--- config.mk ---
export PLATFORM = sky130hd
export DESIGN_NAME = draw_scheduler
export DESIGN_NICKNAME = d
export VERILOG_FILES = /design/src/rtl/draw_scheduler.sv
export SDC_FILE = /design/constraint.sdc
export NUM_CORES = 1
export LEC_CHECK = 0
export BUFFER_PORTS_ARGS = -buffer_cell sky130_fd_sc_hd__clkbuf_2
export CAP_MARGIN = 0
export CORE_MARGIN = 5
export CORE_UTILIZATION = 45
export DETAILED_ROUTE_END_ITERATION = 10
export GPL_TIMING_DRIVEN = 0
export PLACE_DENSITY = 0.81
export SYNTH_ARGS = -nofsm -noshare
export SYNTH_HDL_FRONTEND = slang
export SYNTH_SLANG_ARGS = --single-unit
--- constraint.sdc ---
create_clock -name clk -period 7.3 [get_ports clk]
set_input_delay 0.365 -clock clk [delete_from_list [all_inputs] [get_ports clk]]
set_output_delay 0.365 -clock clk [all_outputs]
set_load 0.05 [all_outputs]
--- src/rtl/draw_scheduler.sv ---
// draw_scheduler: round-robin arbiter that shares one square-raster engine
// between NREQ requesters. It latches the winning job, pulses eng_go for one
// cycle, waits for eng_done and then acks the requester.
// Optional feature macro: ERASE_FIRST_EN. When it is defined, each grant first
// erases the requester's previous square in BG_COLOUR, then draws the new one.
module draw_scheduler #(
  parameter int         NREQ      = 4,
  parameter logic [2:0] BG_COLOUR = 3'b000
) (
  input  logic               clk,
  input  logic               resetn,
  input  logic [NREQ-1:0]    req,
  input  logic [10*NREQ-1:0] x_in,
  input  logic [10*NREQ-1:0] y_in,
  input  logic [10*NREQ-1:0] size_in,
  input  logic [3*NREQ-1:0]  colour_in,
  output logic [NREQ-1:0]    ack,
  output logic               busy,
  output logic [2:0]         grant_id,
  output logic               eng_go,
  output logic [9:0]         eng_x,
  output logic [9:0]         eng_y,
  output logic [9:0]         eng_size,
  output logic [2:0]         eng_colour,
  input  logic               eng_done
);

`ifdef ERASE_FIRST_EN
  typedef enum logic [2:0] {
    S_IDLE = 3'd0, S_LOAD = 3'd1, S_HOLD = 3'd2, S_WAIT = 3'd3,
    S_ACK = 3'd4, S_ELOAD = 3'd5, S_EHOLD = 3'd6, S_EWAIT = 3'd7
  } state_t;
`else
  typedef enum logic [2:0] {
    S_IDLE = 3'd0, S_LOAD = 3'd1, S_HOLD = 3'd2, S_WAIT = 3'd3, S_ACK = 3'd4
  } state_t;
`endif

  state_t          state_r, state_next_s;
  logic [2:0]      ptr_r, grant_id_r, pick_s;
  logic [NREQ-1:0] ack_r, ack_next_s;
  logic            busy_r, busy_next_s, eng_go_r, go_next_s;
  logic [9:0]      eng_x_r, eng_y_r, eng_size_r;
  logic [2:0]      eng_colour_r;
  logic [9:0]      pick_x_s, pick_y_s, pick_size_s;
  logic [2:0]      pick_colour_s;

`ifdef ERASE_FIRST_EN
  logic [9:0]      sh_x_r [NREQ];
  logic [9:0]      sh_y_r [NREQ];
  logic [9:0]      sh_size_r [NREQ];
  logic [NREQ-1:0] sh_valid_r;
  logic [9:0]      job_x_r, job_y_r, job_size_r;
  logic [2:0]      job_colour_r;
  logic [9:0]      pick_sh_x_s, pick_sh_y_s, pick_sh_size_s;
  logic            pick_valid_s;
`endif

  // Round-robin pick: active request with the smallest distance after ptr
  always_comb begin
    int best_v;
    int dist_v;
    best_v = NREQ;
    dist_v = 0;
    pick_s = 3'd0;
    for (int i = 0; i < NREQ; i++) begin
      if (i > int'(ptr_r)) begin
        dist_v = i - int'(ptr_r) - 1;
      end else begin
        dist_v = i - int'(ptr_r) - 1 + NREQ;
      end
      if (req[i] && (dist_v < best_v)) begin
        best_v = dist_v;
        pick_s = 3'(i);
      end else begin
        best_v = best_v;
      end
    end
  end

  // Select the winner's job fields (and shadow copy), clamping size 0 to 1
  always_comb begin
    pick_x_s      = 10'd0;
    pick_y_s      = 10'd0;
    pick_size_s   = 10'd1;
    pick_colour_s = 3'd0;
`ifdef ERASE_FIRST_EN
    pick_sh_x_s    = 10'd0;
    pick_sh_y_s    = 10'd0;
    pick_sh_size_s = 10'd0;
    pick_valid_s   = 1'b0;
`endif
    for (int i = 0; i < NREQ; i++) begin
      if (pick_s == 3'(i)) begin
        pick_x_s      = x_in[10*i +: 10];
        pick_y_s      = y_in[10*i +: 10];
        pick_size_s   = (size_in[10*i +: 10] == 10'd0) ? 10'd1 : size_in[10*i +: 10];
        pick_colour_s = colour_in[3*i +: 3];
`ifdef ERASE_FIRST_EN
        pick_sh_x_s    = sh_x_r[i];
        pick_sh_y_s    = sh_y_r[i];
        pick_sh_size_s = sh_size_r[i];
        pick_valid_s   = sh_valid_r[i];
`endif
      end else begin
        pick_x_s = pick_x_s;
      end
    end
  end

  // FSM state register
  always_ff @(posedge clk) begin
    if (!resetn) begin
      state_r <= S_IDLE;
    end else begin
      state_r <= state_next_s;
    end
  end

  // FSM next-state logic; eng_done only matters in the wait states
  always_comb begin
    state_next_s = state_r;
    case (state_r)
      S_IDLE: begin
        if (|req) begin
`ifdef ERASE_FIRST_EN
          state_next_s = pick_valid_s ? S_ELOAD : S_LOAD;
`else
          state_next_s = S_LOAD;
`endif
        end else begin
          state_next_s = S_IDLE;
        end
      end
      S_LOAD:  state_next_s = S_HOLD;
      S_HOLD:  state_next_s = S_WAIT;
      S_WAIT:  state_next_s = eng_done ? S_ACK : S_WAIT;
      S_ACK:   state_next_s = S_IDLE;
`ifdef ERASE_FIRST_EN
      S_ELOAD: state_next_s = S_EHOLD;
      S_EHOLD: state_next_s = S_EWAIT;
      S_EWAIT: state_next_s = eng_done ? S_LOAD : S_EWAIT;
`endif
      default: state_next_s = S_IDLE;
    endcase
  end

  // FSM outputs, decoded from the next state so they can be registered
  always_comb begin
    ack_next_s  = '0;
    go_next_s   = (state_next_s == S_LOAD);
`ifdef ERASE_FIRST_EN
    go_next_s   = go_next_s || (state_next_s == S_ELOAD);
`endif
    busy_next_s = (state_next_s != S_IDLE);
    for (int i = 0; i < NREQ; i++) begin
      ack_next_s[i] = (state_next_s == S_ACK) && (grant_id_r == 3'(i));
    end
  end

  // Handshake outputs, job latch, engine fields and round-robin pointer
  always_ff @(posedge clk) begin
    if (!resetn) begin
      ack_r        <= '0;
      busy_r       <= 1'b0;
      eng_go_r     <= 1'b0;
      grant_id_r   <= 3'd0;
      ptr_r        <= 3'(NREQ - 1);
      eng_x_r      <= 10'd0;
      eng_y_r      <= 10'd0;
      eng_size_r   <= 10'd0;
      eng_colour_r <= 3'd0;
`ifdef ERASE_FIRST_EN
      job_x_r      <= 10'd0;
      job_y_r      <= 10'd0;
      job_size_r   <= 10'd0;
      job_colour_r <= 3'd0;
`endif
    end else begin
      ack_r    <= ack_next_s;
      busy_r   <= busy_next_s;
      eng_go_r <= go_next_s;
      if ((state_r == S_IDLE) && (|req)) begin
        grant_id_r <= pick_s;
`ifdef ERASE_FIRST_EN
        job_x_r      <= pick_x_s;
        job_y_r      <= pick_y_s;
        job_size_r   <= pick_size_s;
        job_colour_r <= pick_colour_s;
        if (pick_valid_s) begin
          eng_x_r      <= pick_sh_x_s;
          eng_y_r      <= pick_sh_y_s;
          eng_size_r   <= pick_sh_size_s;
          eng_colour_r <= BG_COLOUR;
        end else begin
          eng_x_r      <= pick_x_s;
          eng_y_r      <= pick_y_s;
          eng_size_r   <= pick_size_s;
          eng_colour_r <= pick_colour_s;
        end
      end else if ((state_r == S_EWAIT) && eng_done) begin
        eng_x_r      <= job_x_r;
        eng_y_r      <= job_y_r;
        eng_size_r   <= job_size_r;
        eng_colour_r <= job_colour_r;
`else
        eng_x_r      <= pick_x_s;
        eng_y_r      <= pick_y_s;
        eng_size_r   <= pick_size_s;
        eng_colour_r <= pick_colour_s;
`endif
      end else begin
        grant_id_r <= grant_id_r;
      end
      if (state_r == S_ACK) begin
        ptr_r <= grant_id_r;
      end else begin
        ptr_r <= ptr_r;
      end
    end
  end

`ifdef ERASE_FIRST_EN
  // Shadow copy of each requester's last drawn square, captured at ack
  always_ff @(posedge clk) begin
    if (!resetn) begin
      sh_valid_r <= '0;
      for (int i = 0; i < NREQ; i++) begin
        sh_x_r[i]    <= 10'd0;
        sh_y_r[i]    <= 10'd0;
        sh_size_r[i] <= 10'd0;
      end
    end else begin
      for (int i = 0; i < NREQ; i++) begin
        if ((state_r == S_ACK) && (grant_id_r == 3'(i))) begin
          sh_x_r[i]     <= eng_x_r;
          sh_y_r[i]     <= eng_y_r;
          sh_size_r[i]  <= eng_size_r;
          sh_valid_r[i] <= 1'b1;
        end else begin
          sh_valid_r[i] <= sh_valid_r[i];
        end
      end
    end
  end
`endif

  assign ack        = ack_r;
  assign busy       = busy_r;
  assign grant_id   = grant_id_r;
  assign eng_go     = eng_go_r;
  assign eng_x      = eng_x_r;
  assign eng_y      = eng_y_r;
  assign eng_size   = eng_size_r;
  assign eng_colour = eng_colour_r;

endmodule
==> impl_metrics.env, run 1 <==
export IMPL_placed_cells=736
export IMPL_synth_enable_flop_cells=0
export IMPL_final_cells=744
export IMPL_cts_tree="done"
export IMPL_hold_viol=0
export IMPL_ant_nets=0
export IMPL_grt_max_degree=16
export IMPL_power_switching_w=0.000469
export IMPL_die_x_um=95.1
export IMPL_worst_slew_pin_slew_ns=0.789
export IMPL_synthFlopType="dfxtp_1"
export IMPL_hold_class="primary input to register"
export IMPL_area_delta_synth_final_pct=35.7
export IMPL_final_nets=802
export IMPL_io_pins=181
export IMPL_vias=4264
export IMPL_routed_wirelength_mm=12.4
export IMPL_multiInputGateArea_mm2=0.00216
export IMPL_grt_pass1_wl_mm=18.5
export IMPL_dieHeight_um=95.1
export IMPL_synth_seq_area_share=0.283
export IMPL_p_leak_nw=2.18
export IMPL_nFillCells=680
export IMPL_crit_cells=28
export IMPL_grt_pass1_vias=3978
export IMPL_clk_pin_slew_ns=0.09
export IMPL_portBuffers=179
export IMPL_arrival_ns=7.01
export IMPL_yosysMostFrequentCell="nand2_1"
export IMPL_max_cap_violations=0
export IMPL_skew_ns=0.00619
export IMPL_crit_required_ns=7.53
export IMPL_postSynthAreaPerCell_um2=7.22
export IMPL_grt_overflow_total=0
export IMPL_drtIter0Drc=280
export IMPL_yosysWarningCount=0
export IMPL_fin_crit_sh=0.929
export IMPL_crit_type="register to register"
export IMPL_endpoint_kind="register"
export IMPL_layout_min_cycle_time_ns=6.78
export IMPL_root_buffer="clkbuf_8"
export IMPL_cts_setup_buffers=0
export IMPL_register_area_um2=921
export IMPL_synth_seq_cells=46
export IMPL_worstSkewPairLatency_ns=0.30
export IMPL_rows=31
export IMPL_slowest_stage="dfxtp_1"
export IMPL_netlist_area_leader_share=0.283
export IMPL_diodes=0
export IMPL_coreArea_mm2=0.00714
export IMPL_hold_buffers=0
export IMPL_vdd_drop_max_uv=82.0
export IMPL_cts_resized=0
export IMPL_drive_gt1_frac=0.318
export IMPL_tns_ns=0
export IMPL_syn_inst=451
export IMPL_cts_sinks=46
export IMPL_fmax_ghz=0.147
export IMPL_antenna_found_initial=0
export IMPL_slew_violations=0
export IMPL_holdPathStages=3
export IMPL_rsz0062_at_grt="false"
export IMPL_reg2regPathDepth=28
export IMPL_yosys_area_top_type="dfxtp_1"
export IMPL_cp_buffers_inverters=5
export IMPL_power_frac_comb=0.495
export IMPL_maxSlewHeadroom=0.469
export IMPL_crit_family="compound AO/OA/AOI/OAI gates"
export IMPL_vias_per_cell=5.73
export IMPL_cp_start_kind="register"
export IMPL_powerDensity_mw_per_mm2=232
export IMPL_grt_usage=0.261
export IMPL_power_total_w=0.00102
export IMPL_crit_top_cell="ha_1"
export IMPL_clockPowerShare=0.190
export IMPL_placed_area_mm2=0.00430
export IMPL_syn_area_mm2=0.00326
export IMPL_dp_hpwl_mm=10.2
export IMPL_max_stage_delay_ns=0.47
export IMPL_remaining_drc_errors=0
export IMPL_p_int_w=0.000553
export IMPL_status="finished clean"
export IMPL_seq_power_share=0.315
export IMPL_clockBufferDepth=2
export IMPL_async_reset_ff_frac=0
export IMPL_synth_distinct_cells=48
export IMPL_synthTopCellsByArea="dfxtp_1 28%, nand2_1 12%, ha_1 7.3%"
export IMPL_cts_inserted_buffers=5
export IMPL_start_util=0.456
export IMPL_synthTopCellsByCount="101 x nand2_1, 46 x dfxtp_1, 46 x o21ai_0"
export IMPL_firstDrtPassIters=5
export IMPL_design_area_mm2=0.00442
export IMPL_crit_fanout=10
export IMPL_swShare=0.459
export IMPL_wl_per_cell_um=16.7
export IMPL_die_area_mm2=0.00904
export IMPL_setup_viol=0
export IMPL_gp_congestion=0.982
export IMPL_cts_max_level=2
==> tightest hold or removal path: stages <==
cell and delay [ns]:
clkbuf_2 0.10, nand2_1 0.04, o21ai_1 0.06
==> metal layers <==
layer / share of wire / vias up / GRT usage
li1: - / 2018 / -
met1: 0.40 / 2002 / 0.308
met2: 0.49 / 206 / 0.461
met3: 0.080 / 38 / 0.0537
met4: 0.032 / 0 / 0.103
met5: 0 / - / 0
==> power by group through the flow <==
stage | Clock [W] | Combinational [W] | Sequential, W
after floorplan | 0 | 0.000206 | 0.000468
after global placement | 0 | 0.000493 | 0.000326
after detailed placement | 0 | 0.000501 | 0.000327
after CTS | 0.000198 | 0.000502 | 0.000321
after global routing | 0.000212 | 0.000540 | 0.000327
final | 0.000195 | 0.000506 | 0.000322
==> sequential cells by signal (all words and copies together), names as in the netlist <==
name,flops
ack,4
busy,1
eng_colour,3
eng_go,1
eng_size,10
eng_x,10
eng_y,10
grant_id,2
ptr_r,2
state_r,3
==> cell type report <==
class                           instances  share of cell area
Buffer                                 34              0.0357
Clock buffer                            5              0.0156
Clock inverter                          3             0.00992
Inverter                               11             0.00935
Multi-Input combinational cell        367               0.490
Sequential cell                        46               0.208
Tap cell                               99              0.0280
Timing Repair Buffer                  179               0.203
==> stage by stage <==
stage                util  worst slack [ns]  hold WS (ns)
detailed placement  0.603             0.455         0.497
global route        0.619            0.0444         0.283
global placement    0.603             0.646         0.489
floorplan               -              1.69         0.480
CTS                 0.619             0.421         0.283
finish              0.619             0.516         0.287
==> cells in the final DEF (no fill, tap or decap), types with 3 or more instances in the layout <==
| cell type | n |
|---|---|
| nor2_1 | 39 |
| a21oi_1 | 15 |
| nand2_1 | 101 |
| clkbuf_2 | 181 |
| nand2b_1 | 3 |
| buf_4 | 3 |
| nor4_1 | 8 |
| mux2i_1 | 6 |
| ha_1 | 19 |
| a31oi_1 | 32 |
| nand3_1 | 9 |
| a311o_1 | 23 |
| dfxtp_1 | 46 |
| inv_1 | 11 |
| and2_1 | 4 |
| nor3_1 | 5 |
| o21ai_1 | 3 |
| clkbuf_8 | 5 |
| nor3b_1 | 3 |
| buf_2 | 7 |
| o21ai_0 | 46 |
| a221oi_1 | 3 |
| a21o_1 | 5 |
| clkbuf_1 | 21 |
| conb_1 | 9 |
==> path summary, 6_finish.rpt <==
check	slack, ns	endpoint	from
worst min-delay path	0.29	eng_size[5]	size_in[25]
worst max register to register	0.52	eng_x[0]	ptr_r[0]
worst min register to register	0.51	eng_size[0]	eng_size[0]
worst max-delay path	0.52	eng_x[0]	ptr_r[0]
==> kinds of logic after synthesis <==
group,after synthesis,synth area share
other cells,2,0.00231
flops,46,0.283
fa+ha+maj,19,0.0730
buf+inv,45,0.0603
compound gates,146,0.306
mux,6,0.0184
simple gates,184,0.249
xor+xnor,3,0.00807
Note: power is estimated with default switching activity, not from simulation.
==> inputs of run 2 (changes only) <==
--- a/config.mk
+++ b/config.mk
@@ -11,6 +11,7 @@
 export CORE_UTILIZATION = 45
 export DETAILED_ROUTE_END_ITERATION = 10
 export GPL_TIMING_DRIVEN = 0
+export MAX_ROUTING_LAYER = met4
 export PLACE_DENSITY = 0.81
 export SYNTH_ARGS = -nofsm -noshare
 export SYNTH_HDL_FRONTEND = slang
==> run 2 against run 1 <==
  * Critical path depth down 1
  * Clock skew up 0.0047 ns
  * Register-to-register slack barely moved
  * Global-route usage increased by 1.1 points
  * First-iteration DRC count down 20%
  * Critical endpoint is now eng_x[4]
  * Largest cell class unchanged
  * Highest routed layer unchanged
==> impl_metrics.env, run 2 (same netlist as run 1, synthesis figures left out) <==
export IMPL_status="finished clean"
export IMPL_skew_ns=0.0109
export IMPL_p_leak_nw=2.18
export IMPL_holdPathStages=3
export IMPL_grt_overflow_total=0
export IMPL_area_delta_synth_final_pct=36.4
export IMPL_endpoint_kind="register"
export IMPL_grt_pass1_wl_mm=18.8
export IMPL_fin_crit_sh=0.931
export IMPL_seq_power_share=0.305
export IMPL_crit_top_cell="ha_1"
export IMPL_cts_tree="done"
export IMPL_hold_class="primary input to register"
export IMPL_vias_per_cell=5.64
export IMPL_dieHeight_um=95.1
export IMPL_gp_congestion=0.999
export IMPL_layout_min_cycle_time_ns=6.80
export IMPL_met2_length_mm=6.27
export IMPL_worst_slew_pin_slew_ns=0.744
export IMPL_power_switching_w=0.000469
export IMPL_slowest_stage="dfxtp_1"
export IMPL_power_frac_comb=0.480
export IMPL_grt_usage=0.273
export IMPL_crit_type="register to register"
export IMPL_root_buffer="clkbuf_8"
export IMPL_hold_buffers=0
export IMPL_worstHoldStart="size_in[25]"
export IMPL_hold_viol=0
export IMPL_cts_setup_buffers=0
export IMPL_die_area_mm2=0.00904
export IMPL_cts_sinks=46
export IMPL_fmax_ghz=0.147
export IMPL_grt_max_degree=16
export IMPL_diodes=0
export IMPL_wl_per_cell_um=16.9
export IMPL_fin_ws_ns=0.503
export IMPL_swShare=0.444
export IMPL_crit_required_ns=7.53
export IMPL_clockPowerShare=0.215
export IMPL_io_pins=181
export IMPL_clk_pin_slew_ns=0.09
export IMPL_grt_pass1_vias=3971
export IMPL_wl_met1_mm=5.00
export IMPL_r2r_start="ptr_r[0]"
export IMPL_design_area_mm2=0.00444
export IMPL_slew_violations=0
export IMPL_drive_gt1_frac=0.318
export IMPL_cp_start_kind="register"
export IMPL_tns_ns=0
export IMPL_cts_inserted_buffers=5
export IMPL_vdd_drop_max_uv=119
export IMPL_routed_wirelength_mm=12.6
export IMPL_clockBufferDepth=2
export IMPL_final_nets=802
export IMPL_pre_cts_ws_ns=0.449
export IMPL_remaining_drc_errors=0
export IMPL_rsz0062_at_grt="false"
export IMPL_reg2regPathDepth=27
export IMPL_final_cells=744
export IMPL_maxSlewHeadroom=0.500
export IMPL_utilization=0.622
export IMPL_setup_viol=0
export IMPL_crit_family="compound AO/OA/AOI/OAI gates"
export IMPL_dr_max_layer_used="met4"
export IMPL_start_util=0.456
export IMPL_layout_common_cells="181 x clkbuf_2, 101 x nand2_1, 46 x o21ai_0, 46 x dfxtp_1, 39 x nor2_1"
export IMPL_portBuffers=179
export IMPL_vias=4198
export IMPL_drtIter0Drc=224
export IMPL_worstSkewPairLatency_ns=0.31
export IMPL_antenna_found_initial=0
export IMPL_dp_hpwl_mm=10.2
export IMPL_routed_wl_met3_mm=1.03
export IMPL_cp_buffers_inverters=5
export IMPL_nFillCells=720
export IMPL_ant_nets=0
export IMPL_whs_endpoint="eng_size[5]"
export IMPL_p_int_w=0.000588
export IMPL_cts_max_level=2
export IMPL_crit_fanout=10
export IMPL_max_cap_violations=0
export IMPL_ff2ff_setup_slack_ns=0.50
export IMPL_mostFrequentLayoutCell="clkbuf_2"
export IMPL_coreArea_mm2=0.00714
export IMPL_rr_endpoint="eng_x[4]"
export IMPL_powerDensity_mw_per_mm2=238
export IMPL_die_x_um=95.1
export IMPL_placed_area_mm2=0.00430
export IMPL_arrival_ns=7.02
export IMPL_placed_cells=736
export IMPL_max_stage_delay_ns=0.47
export IMPL_rows=31
export IMPL_firstDrtPassIters=5
-- run 2: cell types whose count changed in the layout (fill, tap and decap cells not counted) --
cell and change:
bufinv_16 +1, inv_6 -1, clkinv_4 +1, clkinv_2 -1
-- run 2: area by class of cell --
cell class / instances / area, um2 / share of cell area
Timing Repair Buffer: 179 / 896 / 0.202
Multi-Input combinational cell: 367 / 2160 / 0.487
Sequential cell: 46 / 921 / 0.207
Buffer: 34 / 158 / 0.0355
Inverter: 11 / 41.3 / 0.00930
Tap cell: 99 / 124 / 0.0279
Clock buffer: 5 / 68.8 / 0.0155
Clock inverter: 3 / 68.8 / 0.0155
-- run 2: what timing repair did --
item	4_1_cts	5_1_grt
setup endpoints to repair	0	19
gates resized for setup	0	4
endpoints found under the hold margin	0	0
-- run 2: power groups by stage --
stage / Sequential [W] / Clock, W / Combinational [W]
final: 0.000323 / 0.000227 / 0.000508
after global routing: 0.000328 / 0.000241 / 0.000541
after CTS: 0.000322 / 0.000230 / 0.000504
after detailed placement: 0.000327 / 0 / 0.000502
after global placement: 0.000326 / 0 / 0.000495
after floorplan: 0.000468 / 0 / 0.000206
-- run 2: worst min-delay path: stages --
cell,delay [ns]
clkbuf_2,0.09
nand2_1,0.05
o21ai_1,0.06
-- run 2: routing by layer --
metal / up-vias / track usage
met5: - / -
met4: 0 / 0.0853
met3: 27 / 0.0497
met2: 193 / 0.468
met1: 1962 / 0.324
li1: 2016 / -
-- run 2: how the worst max path moves through the flow --
stage / start / endpoint / slack [ns] / depth (start not counted)
after CTS: ptr_r[0] / eng_y[4] / 0.41 / 27
after detailed placement: ptr_r[0] / eng_y[4] / 0.45 / 27
after floorplan: ptr_r[0] / eng_x[0] / 1.69 / 28
after global routing: ptr_r[0] / eng_y[1] / 0.04 / 28
final: ptr_r[0] / eng_x[4] / 0.50 / 27
after global placement: ptr_r[0] / eng_y[0] / 0.67 / 27
-- run 2: stage by stage --
stage          power, W  hold WS (ns)
6_report        0.00106         0.290
5_1_grt         0.00111         0.274
4_1_cts         0.00106         0.282
3_5_place_dp   0.000829         0.501
3_3_place_gp   0.000820         0.491
2_1_floorplan  0.000674         0.480
==> inputs of run 3 (changes only) <==
--- a/config.mk
+++ b/config.mk
@@ -10,6 +10,7 @@
 export CORE_MARGIN = 5
 export CORE_UTILIZATION = 45
 export DETAILED_ROUTE_END_ITERATION = 10
+export GPL_ROUTABILITY_DRIVEN = 0
 export GPL_TIMING_DRIVEN = 0
 export MAX_ROUTING_LAYER = met4
 export PLACE_DENSITY = 0.81
==> constraint.sdc (replaced) <==
create_clock -name clk -period 7.3 [get_ports clk]
set_input_delay 0.365 -clock clk [delete_from_list [all_inputs] [get_ports clk]]
set_output_delay 0.365 -clock clk [all_outputs]
set_load 0.01 [all_outputs]
==> run 3 against run 2 <==
  * Combinational power down 25%
  * Clock skew shrank 0.0050 ns
  * Fmax about the same
  * Register-to-register slack about the same
  * Global-route usage is 0.31 points lower
  * Wire length shrank 1.0%
  * Non-clock buffer count stayed put
  * Final area down 0.56%
  * Largest cell class unchanged
  * Via count is 1.8% higher
  * Power down 15%
==> impl_metrics.env, run 3 (same netlist as run 1, synthesis figures left out) <==
export IMPL_hold_class="primary input to register"
export IMPL_layout_min_cycle_time_ns=6.79
export IMPL_setup_viol=0
export IMPL_crit_top_cell="ha_1"
export IMPL_ant_nets=0
export IMPL_grt_usage=0.269
export IMPL_firstDrtPassIters=5
export IMPL_endpoint_kind="register"
export IMPL_grt_overflow_total=0
export IMPL_status="finished clean"
export IMPL_clk_pin_slew_ns=0.09
export IMPL_slew_violations=0
export IMPL_grt_max_degree=16
export IMPL_wl_per_cell_um=16.8
export IMPL_arrival_ns=7.03
export IMPL_area_delta_synth_final_pct=35.7
export IMPL_max_cap_violations=0
export IMPL_drtIter0Drc=229
export IMPL_vias=4274
export IMPL_worst_slew_pin_slew_ns=0.791
export IMPL_cts_tree="done"
export IMPL_cts_sinks=46
export IMPL_fmax_ghz=0.147
export IMPL_placed_cells=736
export IMPL_pre_cts_ws_ns=0.455
export IMPL_crit_required_ns=7.53
export IMPL_final_nets=802
export IMPL_root_buffer="clkbuf_8"
export IMPL_start_util=0.456
export IMPL_crit_fanout=10
export IMPL_fin_crit_sh=0.931
export IMPL_cts_max_level=2
export IMPL_antenna_found_initial=0
export IMPL_routed_wirelength_mm=12.5
export IMPL_nFillCells=680
export IMPL_grt_pass1_wl_mm=18.6
export IMPL_portBuffers=179
export IMPL_p_leak_nw=2.18
export IMPL_skew_ns=0.00597
export IMPL_fin_ws_ns=0.505
export IMPL_placed_area_mm2=0.00430
export IMPL_layout_common_cells="181 x clkbuf_2, 101 x nand2_1, 46 x o21ai_0, 46 x dfxtp_1, 39 x nor2_1"
export IMPL_design_area_mm2=0.00442
export IMPL_mostFrequentLayoutCell="clkbuf_2"
export IMPL_drive_gt1_frac=0.318
export IMPL_grt_pass1_vias=3968
export IMPL_vdd_drop_max_uv=78.2
export IMPL_rows=31
export IMPL_final_cells=744
export IMPL_clockBufferDepth=2
export IMPL_tns_ns=0
export IMPL_cts_setup_buffers=0
export IMPL_cp_start_kind="register"
export IMPL_die_area_mm2=0.00904
export IMPL_vias_per_cell=5.74
export IMPL_diodes=0
export IMPL_dieHeight_um=95.1
export IMPL_dp_hpwl_mm=10.2
export IMPL_max_stage_delay_ns=0.47
export IMPL_remaining_drc_errors=0
export IMPL_die_x_um=95.1
export IMPL_cts_inserted_buffers=5
export IMPL_slowest_stage="dfxtp_1"
export IMPL_powerDensity_mw_per_mm2=203
export IMPL_coreArea_mm2=0.00714
export IMPL_io_pins=181
export IMPL_maxSlewHeadroom=0.468
export IMPL_hold_viol=0
export IMPL_worstSkewPairLatency_ns=0.30
export IMPL_rsz0062_at_grt="false"
export IMPL_crit_type="register to register"
==> run 3: changes by cell type in the layout (fill, tap and decap cells not counted) <==
cell and delta:
bufinv_16 -1, clkinv_2 +1, clkinv_4 -1, inv_6 +1
==> run 3: worst paths after layout <==
check / from / endpoint / slack, ns / cells past startpoint
worst max-delay path: ptr_r[0] / eng_x[0] / 0.51 / 28
worst min-delay path: size_in[25] / eng_size[5] / 0.29 / 3
worst max register to register: ptr_r[0] / eng_x[0] / 0.51 / 28
worst min register to register: eng_size[0] / eng_size[0] / 0.51 / 1
==> run 3: layer usage <==
layer / global-route usage / vias to the layer above / routed length (um)
met2: 0.462 / 204 / 6190
met1: 0.313 / 2014 / 4960
li1: - / 2018 / -
met5: - / - / 0
met3: 0.0497 / 38 / 940
met4: 0.101 / 0 / 375
==> run 3: worst max-delay path: cells and delay by family (launching register included) <==
kind | cells | cell delay (ns)
adders and majority gates | 4 | 1.17
buffers and inverters | 5 | 1.28
and+or+nand+nor | 7 | 1.33
xor gates and xnor gates | 1 | 0.25
AOI/OAI and AO/OA | 11 | 2.20
DFF | 1 | 0.47
==> run 3: layout make-up <==
class / count / area [um2] / share of cell area
timing repair buffer: 179 / 896 / 0.203
sequential: 46 / 921 / 0.208
clock inverter: 3 / 43.8 / 0.00992
multi-input combinational: 367 / 2160 / 0.490
buffer: 34 / 158 / 0.0357
clock buffer: 5 / 68.8 / 0.0156
tap: 99 / 124 / 0.0280
inverter: 11 / 41.3 / 0.00935
==> run 3: report_power, final <==
part	switching [W]	internal [W]	total, W	leakage (nW)
logic	0.000224	0.000156	0.000380	1.74
clock network	0.0000932	0.000103	0.000196	0.0585
registers	0.0000273	0.000295	0.000323	0.381
total	0.000345	0.000554	0.000898	2.18
==> run 3: timing repair <==
item / in CTS / in global routing
gates resized for setup: 0 / 4
hold buffers: 0 / 0
endpoints found under the setup margin: 0 / 27
==> run 3: metrics by stage <==
stage / power (W) / util / hold WS, ns
final: 0.000898 / 0.619 / 0.290
after global routing: 0.000953 / 0.619 / 0.282
after CTS: 0.000895 / 0.619 / 0.283
after detailed placement: 0.000701 / 0.603 / 0.497
after global placement: 0.000693 / 0.603 / 0.489
after floorplan: 0.000548 / - / 0.480
